File: config.mk
export PLATFORM = sky130hd
export DESIGN_NAME = bin_bcd_display_flat
export DESIGN_NICKNAME = d
export VERILOG_FILES = /design/src/rtl/bin_bcd_display_pkg.sv /design/src/rtl/bin_bcd_display_if.sv /design/src/rtl/bin_bcd_display_bcd_to_seg.sv /design/src/rtl/bin_bcd_display.sv /design/src/flat_wrapper.sv
export SDC_FILE = /design/constraint.sdc
export NUM_CORES = 1
export LEC_CHECK = 0
export BUFFER_PORTS_ARGS = -buffer_cell sky130_fd_sc_hd__buf_2
export CAP_MARGIN = 25
export CORE_MARGIN = 8
export CORE_UTILIZATION = 45
export DETAILED_ROUTE_END_ITERATION = 16
export SYNTH_ARGS = -nofsm -noshare
export SYNTH_HDL_FRONTEND = slang
export SYNTH_SLANG_ARGS = --single-unit
File: constraint.sdc
create_clock -name clk -period 1.9 [get_ports clk]
set_input_delay 0.57 -clock clk [delete_from_list [all_inputs] [get_ports clk]]
set_output_delay 0.57 -clock clk [all_outputs]
set_load 0.03 [all_outputs]
File: src/rtl/bin_bcd_display_pkg.sv
// Shared types and constants for the binary-to-BCD seven-segment display.
// Holds the FSM state enum, segment codes and the digit-to-segment table.
package bin_bcd_display_pkg;

    typedef enum logic [1:0] {
        IDLE  = 2'd0,
        SHIFT = 2'd1,
        DONE  = 2'd2
    } state_e;

    localparam logic [6:0]  SEG_BLANK   = 7'h7F;
    localparam logic [6:0]  SEG_DASH    = 7'h3F;
    localparam logic [31:0] MAX_DISPLAY = 32'd999999;

    // Active-low a..g (bit0=a), indexed by decimal digit
    localparam logic [0:9][6:0] SEG_LUT = '{
        7'h40, 7'h79, 7'h24, 7'h30, 7'h19,
        7'h12, 7'h02, 7'h78, 7'h00, 7'h10
    };

endpackage

File: src/rtl/bin_bcd_display_if.sv
// Valid/ready input channel carrying the binary value to display.
// master: producer drives in_value/in_valid; slave: display drives in_ready.
interface bin_bcd_display_if #(
    parameter int WIDTH = 20
);
    logic [WIDTH-1:0] in_value;
    logic             in_valid;
    logic             in_ready;

    modport master (output in_value, output in_valid, input in_ready);
    modport slave  (input in_value, input in_valid, output in_ready);
endinterface

File: src/rtl/bin_bcd_display_bcd_to_seg.sv
// One BCD digit to active-low seven-segment code, with dash/blank override.
// Ports: digit (4b BCD), blank, dash -> seg (7b, bit0=a .. bit6=g).
module bcd_to_seg
    import bin_bcd_display_pkg::*;
(
    input  logic [3:0] digit,
    input  logic       blank,
    input  logic       dash,
    output logic [6:0] seg
);
    always_comb begin
        seg = SEG_BLANK;
        if (dash) begin
            seg = SEG_DASH;
        end else if (!blank && digit < 4'd10) begin
            seg = SEG_LUT[digit];
        end
    end
endmodule

File: src/rtl/bin_bcd_display.sv
// Iterative double-dabble converter feeding six registered 7-seg digits.
// Ports: clk, rst (async, active-low), in_if (slave), out_valid, overflow, seg0..seg5.
module bin_bcd_display
    import bin_bcd_display_pkg::*;
#(
    parameter int WIDTH    = 20,
    parameter int DIGITS   = 6,
    parameter int BLANK_LZ = 1
) (
    input  logic                   clk,
    input  logic                   rst,
    bin_bcd_display_if.slave       in_if,
    output logic                   out_valid,
    output logic                   overflow,
    output logic [6:0]             seg0,
    output logic [6:0]             seg1,
    output logic [6:0]             seg2,
    output logic [6:0]             seg3,
    output logic [6:0]             seg4,
    output logic [6:0]             seg5
);
    localparam int CW = $clog2(WIDTH);
    localparam int BW = DIGITS * 4;

    state_e            state_q, state_d;
    logic [WIDTH-1:0]  bin_q, bin_d;
    logic [BW-1:0]     bcd_q, bcd_d;
    logic [CW-1:0]     cnt_q, cnt_d;
    logic              ovf_pend_q, ovf_pend_d;
    logic              overflow_q, overflow_d;
    logic              out_valid_q, out_valid_d;
    logic [6:0]        seg_q [DIGITS];
    logic [6:0]        seg_d [DIGITS];
    logic [6:0]        seg_c [DIGITS];
    logic [BW-1:0]     bcd_adj;
    logic [DIGITS-1:0] blank;

    assign in_if.in_ready = (state_q == IDLE);

    // Pre-shift correction: nibbles >=5 would carry past 9 after doubling
    always_comb begin
        bcd_adj = bcd_q;
        for (int i = 0; i < DIGITS; i++) begin
            if (bcd_q[4*i +: 4] >= 4'd5) begin
                bcd_adj[4*i +: 4] = bcd_q[4*i +: 4] + 4'd3;
            end
        end
    end

    // A digit blanks only while it and everything above it is zero
    always_comb begin
        logic zero_hi;
        zero_hi = 1'b1;
        blank   = '0;
        for (int i = DIGITS - 1; i >= 1; i--) begin
            zero_hi  = zero_hi && (bcd_q[4*i +: 4] == 4'd0);
            blank[i] = (BLANK_LZ != 0) && zero_hi;
        end
    end

    for (genvar g = 0; g < DIGITS; g++) begin : g_seg
        bcd_to_seg u_seg (
            .digit (bcd_q[4*g +: 4]),
            .blank (blank[g]),
            .dash  (ovf_pend_q),
            .seg   (seg_c[g])
        );
    end

    always_comb begin
        state_d     = state_q;
        bin_d       = bin_q;
        bcd_d       = bcd_q;
        cnt_d       = cnt_q;
        ovf_pend_d  = ovf_pend_q;
        overflow_d  = overflow_q;
        out_valid_d = 1'b0;
        seg_d       = seg_q;
        unique case (state_q)
            IDLE: begin
                if (in_if.in_valid) begin
                    bin_d      = in_if.in_value;
                    bcd_d      = '0;
                    cnt_d      = '0;
                    ovf_pend_d = 32'(in_if.in_value) > MAX_DISPLAY;
                    state_d    = SHIFT;
                end
            end
            SHIFT: begin
                {bcd_d, bin_d} = {bcd_adj, bin_q} << 1;
                cnt_d          = cnt_q + 1'b1;
                if (cnt_q == CW'(WIDTH - 1)) begin
                    state_d = DONE;
                end
            end
            DONE: begin
                seg_d       = seg_c;
                overflow_d  = ovf_pend_q;
                out_valid_d = 1'b1;
                state_d     = IDLE;
            end
            default: state_d = IDLE;
        endcase
    end

    always_ff @(posedge clk or negedge rst) begin
        if (!rst) begin
            state_q     <= IDLE;
            bin_q       <= '0;
            bcd_q       <= '0;
            cnt_q       <= '0;
            ovf_pend_q  <= 1'b0;
            overflow_q  <= 1'b0;
            out_valid_q <= 1'b0;
            for (int i = 0; i < DIGITS; i++) begin
                seg_q[i] <= SEG_BLANK;
            end
        end else begin
            state_q     <= state_d;
            bin_q       <= bin_d;
            bcd_q       <= bcd_d;
            cnt_q       <= cnt_d;
            ovf_pend_q  <= ovf_pend_d;
            overflow_q  <= overflow_d;
            out_valid_q <= out_valid_d;
            seg_q       <= seg_d;
        end
    end

    assign out_valid = out_valid_q;
    assign overflow  = overflow_q;
    assign seg0      = seg_q[0];
    assign seg1      = seg_q[1];
    assign seg2      = seg_q[2];
    assign seg3      = seg_q[3];
    assign seg4      = seg_q[4];
    assign seg5      = seg_q[5];
endmodule

File: src/flat_wrapper.sv
// flat-port wrapper written by rule: the top's interface ports become plain ports
module bin_bcd_display_flat import bin_bcd_display_pkg::*;
#(
    parameter int WIDTH    = 20,
    parameter int DIGITS   = 6,
    parameter int BLANK_LZ = 1
)
  (clk, rst, out_valid, overflow, seg0, seg1, seg2, seg3, seg4, seg5, in_if_in_value, in_if_in_valid, in_if_in_ready);
  bin_bcd_display_if #(.WIDTH(WIDTH)) in_if_i ();
  input  logic clk;
  input  logic rst;
  output logic out_valid;
  output logic overflow;
  output logic [6:0] seg0;
  output logic [6:0] seg1;
  output logic [6:0] seg2;
  output logic [6:0] seg3;
  output logic [6:0] seg4;
  output logic [6:0] seg5;
  input wire logic [$bits(in_if_i.in_value)-1:0] in_if_in_value;
  input wire logic [$bits(in_if_i.in_valid)-1:0] in_if_in_valid;
  output wire logic [$bits(in_if_i.in_ready)-1:0] in_if_in_ready;
  assign in_if_i.in_value = in_if_in_value;
  assign in_if_i.in_valid = in_if_in_valid;
  assign in_if_in_ready = in_if_i.in_ready;
  bin_bcd_display #(.WIDTH(WIDTH), .DIGITS(DIGITS), .BLANK_LZ(BLANK_LZ)) u_core (.clk(clk), .rst(rst), .in_if(in_if_i), .out_valid(out_valid), .overflow(overflow), .seg0(seg0), .seg1(seg1), .seg2(seg2), .seg3(seg3), .seg4(seg4), .seg5(seg5));
endmodule
==> flow_summary.ini <==
[power_and_ir_drop]
intPower_mw = 6.91
clkPwrFrac = 0.174
comb_power_share = 0.491
switching_power_mw = 4.82
vdd_drop_max_mv = 0.808
p_leak_nw = 2.83
pwr_density_cell_mw_per_mm2 = 1890
p_seq_frac = 0.336
swShare = 0.411

[place]
dp.cells = 754
gp_congestion = 0.868
io_buffers = 67
place_ws_ns = 0.0252
hpwl_mm = 8.66

[clocking]
htreeDepth = 3
clkSinkCount = 96
clk_path_buf_depth = 2
cts_made_buffers = 9
cts_tree = built
clockRootBuffer = clkbuf_16
hold_buffers = 0
clk_pin_slew_ns = 0.07
worst_skew_pair.late_latency_ns = 0.34

[grt]
grt.overflow.total = 0
antenna_found_initial = 0
grt_pass1_wl_mm = 20.2
grt_max_degree = 43
grt_usage = 0.166
grt_pass1_vias = 4207

[synth]
synth_cell_types = 53
syn_area_mm2 = 0.00522
synthesis.nets = 596
synth.most_common_cell = nand2_1
ys_seq_area_frac = 0.470
ys.flop_type = dfrtp_1
netlist_instances = 542
avgSynthCellArea_um2 = 9.63
synth_area_leaders = dfrtp_1, dfstp_2, ha_1, nand2_1, a21oi_1
synth_top_area_cell = dfrtp_1
yosys_warnings = 0
synth_edf_count = 0
async_flop_share = 1.00
synth_common_cells = nand2_1, dfrtp_1, dfstp_2, nor2_1, a21oi_1
synth-seq-cells = 96
yosysTopAreaCellShare = 0.259

[floorplan]
die_w_um = 124
rows = 39
die_y_um = 124
core_mm2 = 0.0114
ioPinCount = 68
start_util = 0.459
die-area_mm2 = 0.0153

[setup_path]
crit_arrival_ns = 2.07
critPathCaptureType = flip-flop
r2r_setup_slack_ns = 0.11
startpoint_type = flip-flop
cp_max_fo = 6
r2r_end = u_core.seg2[5]
r2r_cells = 6
cpPeakStageDelay_ns = 0.40
crit_path_cell_trace = inv_1, ha_1, and4bb_2, and4_2, nand3b_1, o22a_1
r2r-start = u_core.bcd_q[21]
path_class = flip-flop to flip-flop
cp_data_required_time_ns = 2.18
slowest_stage = dfrtp_1

[run]
drv_cap = 0

[timing]
slew_headroom = 0.653
finClkSkew_ns = 0.00725
finalHoldViolCount = 0
setup_violations = 0
hold_ws_ns = 0.148
min_period_over_period = 0.943
min_period_ns = 1.79
tightest_slew_ns = 0.520
max_freq_ghz = 0.558
setup_tns_ns = 0
slew_viol_final = 0
setup_slack_ns = 0.109
rsz0062_at_grt = no

[min_path]
worstHoldPathType = input port to asynchronous set/reset pin

[detailed_routing]
viasPerCell = 5.39
drt_iter0_drc = 192
antenna_left = 0
wl_mm = 12.0
first_pass_iters = 5
wl_per_cell_um = 15.5
vias = 4156
drc = 0

[status]
status = complete, no violations

[cells_and_area]
nets = 677
num_antenna_cells = 0
area_growth_pct = 19.2
drive_above_1_share = 0.277
instances_no_fill = 771
utilization = 0.547
[cell families after synthesis]
| group | after synthesis | share of synthesized area |
|---|---|---|
| simple gates | 182 | 0.169 |
| compound gates | 157 | 0.199 |
| flops | 96 | 0.470 |
| buf+inv | 55 | 0.0489 |
| fa+ha+maj | 31 | 0.0743 |
| xor+xnor | 11 | 0.0185 |
| mux | 10 | 0.0199 |
[what timing repair did]
action                     4_1_cts  5_1_grt
setup endpoints to repair        0       14
setup buffers                    0        1
resized for setup                0        4
[worst max-delay path by stage]
| stage | to | start | cells after the start |
|---|---|---|---|
| 6_report | u_core.seg2[5] | u_core.bcd_q[21] | 6 |
| 5_1_grt | u_core.seg3[2] | u_core.bcd_q[21] | 6 |
| 4_1_cts | u_core.seg1[5] | u_core.bcd_q[16] | 6 |
| 3_5_place_dp | u_core.seg1[5] | u_core.bcd_q[16] | 6 |
| 3_3_place_gp | u_core.seg1[6] | u_core.bcd_q[16] | 6 |
| 2_1_floorplan | u_core.seg2[0] | u_core.bcd_q[20] | 6 |
[placed cells by master, fill, tap and decap left out, drive strengths merged, types with 3 or more instances in the layout]
cell    Yosys  layout
a21oi      38      38
a22oi      17      17
a31oi       5       5
a32o        6       6
buf        27     104
bufinv      0       3
clkbuf      7      13
dfrtp      54      54
dfstp      42      42
ha         31      31
inv        21      21
mux2        3       3
mux2i       7       7
nand2      70      70
nand2b     14      14
nand3      21      21
nand4       3       3
nor2       43      43
nor2b      10      10
nor3        3       3
nor3b       7       7
o211ai      4       4
o21ai      35      35
o21bai      3       3
o22a       21      21
o31ai      16      16
xnor2       6       6
xor2        5       5
[sequential cells by signal, summed over array words and instances (netlist names)]
| signal | flops |
|---|---|
| u_core.state_q | 2 |
| u_core.seg1 | 7 |
| u_core.seg2 | 7 |
| u_core.cnt_q | 5 |
| u_core.overflow | 1 |
| u_core.seg4 | 7 |
| u_core.seg5 | 7 |
| u_core.bin_q | 20 |
| u_core.bcd_q | 24 |
| u_core.seg0 | 7 |
| u_core.ovf_pend_q | 1 |
| u_core.seg3 | 7 |
| u_core.out_valid | 1 |
[critical path: cells and delay by family, from the launching register on]
family                   cells  cell delay, ns
AO/OA/AOI/OAI                1            0.25
adder cells (fa/ha/maj)      1            0.19
buffers and inverters        1            0.08
flip-flops                   1            0.40
AND/OR/NAND/NOR              3            0.81
[power by group through the flow]
stage,clock network (mW),logic [mW],registers (mW)
2_1_floorplan,0,3.29,4.83
3_3_place_gp,0,5.68,3.94
3_5_place_dp,0,5.78,3.99
4_1_cts,2.10,5.80,3.95
5_1_grt,2.17,6.41,4.08
6_report,2.04,5.75,3.94
[layer usage]
layer | vias up | track usage | routed length (µm)
met5 | - | 0 | 0
met4 | 0 | 0.0760 | 206
met3 | 14 | 0.0304 | 534
met2 | 76 | 0.274 | 5780
met1 | 1989 | 0.209 | 5450
li1 | 2077 | - | -
[metrics by stage]
step | power (mW) | area [µm²]
2_1_floorplan | 8.12 | 5220
3_3_place_gp | 9.62 | 5870
3_5_place_dp | 9.76 | 5870
4_1_cts | 11.9 | 6200
5_1_grt | 12.7 | 6220
6_report | 11.7 | 6220
[final cells by class]
type,count,area (µm²)
clock buffer,13,240
multi-input combinational,391,2520
inverter,21,78.8
tap,143,179
sequential,96,2450
fill,1031,5150
timing repair buffer,104,653
clock inverter,3,90.1
Note: power is estimated with default switching activity, not from simulation.
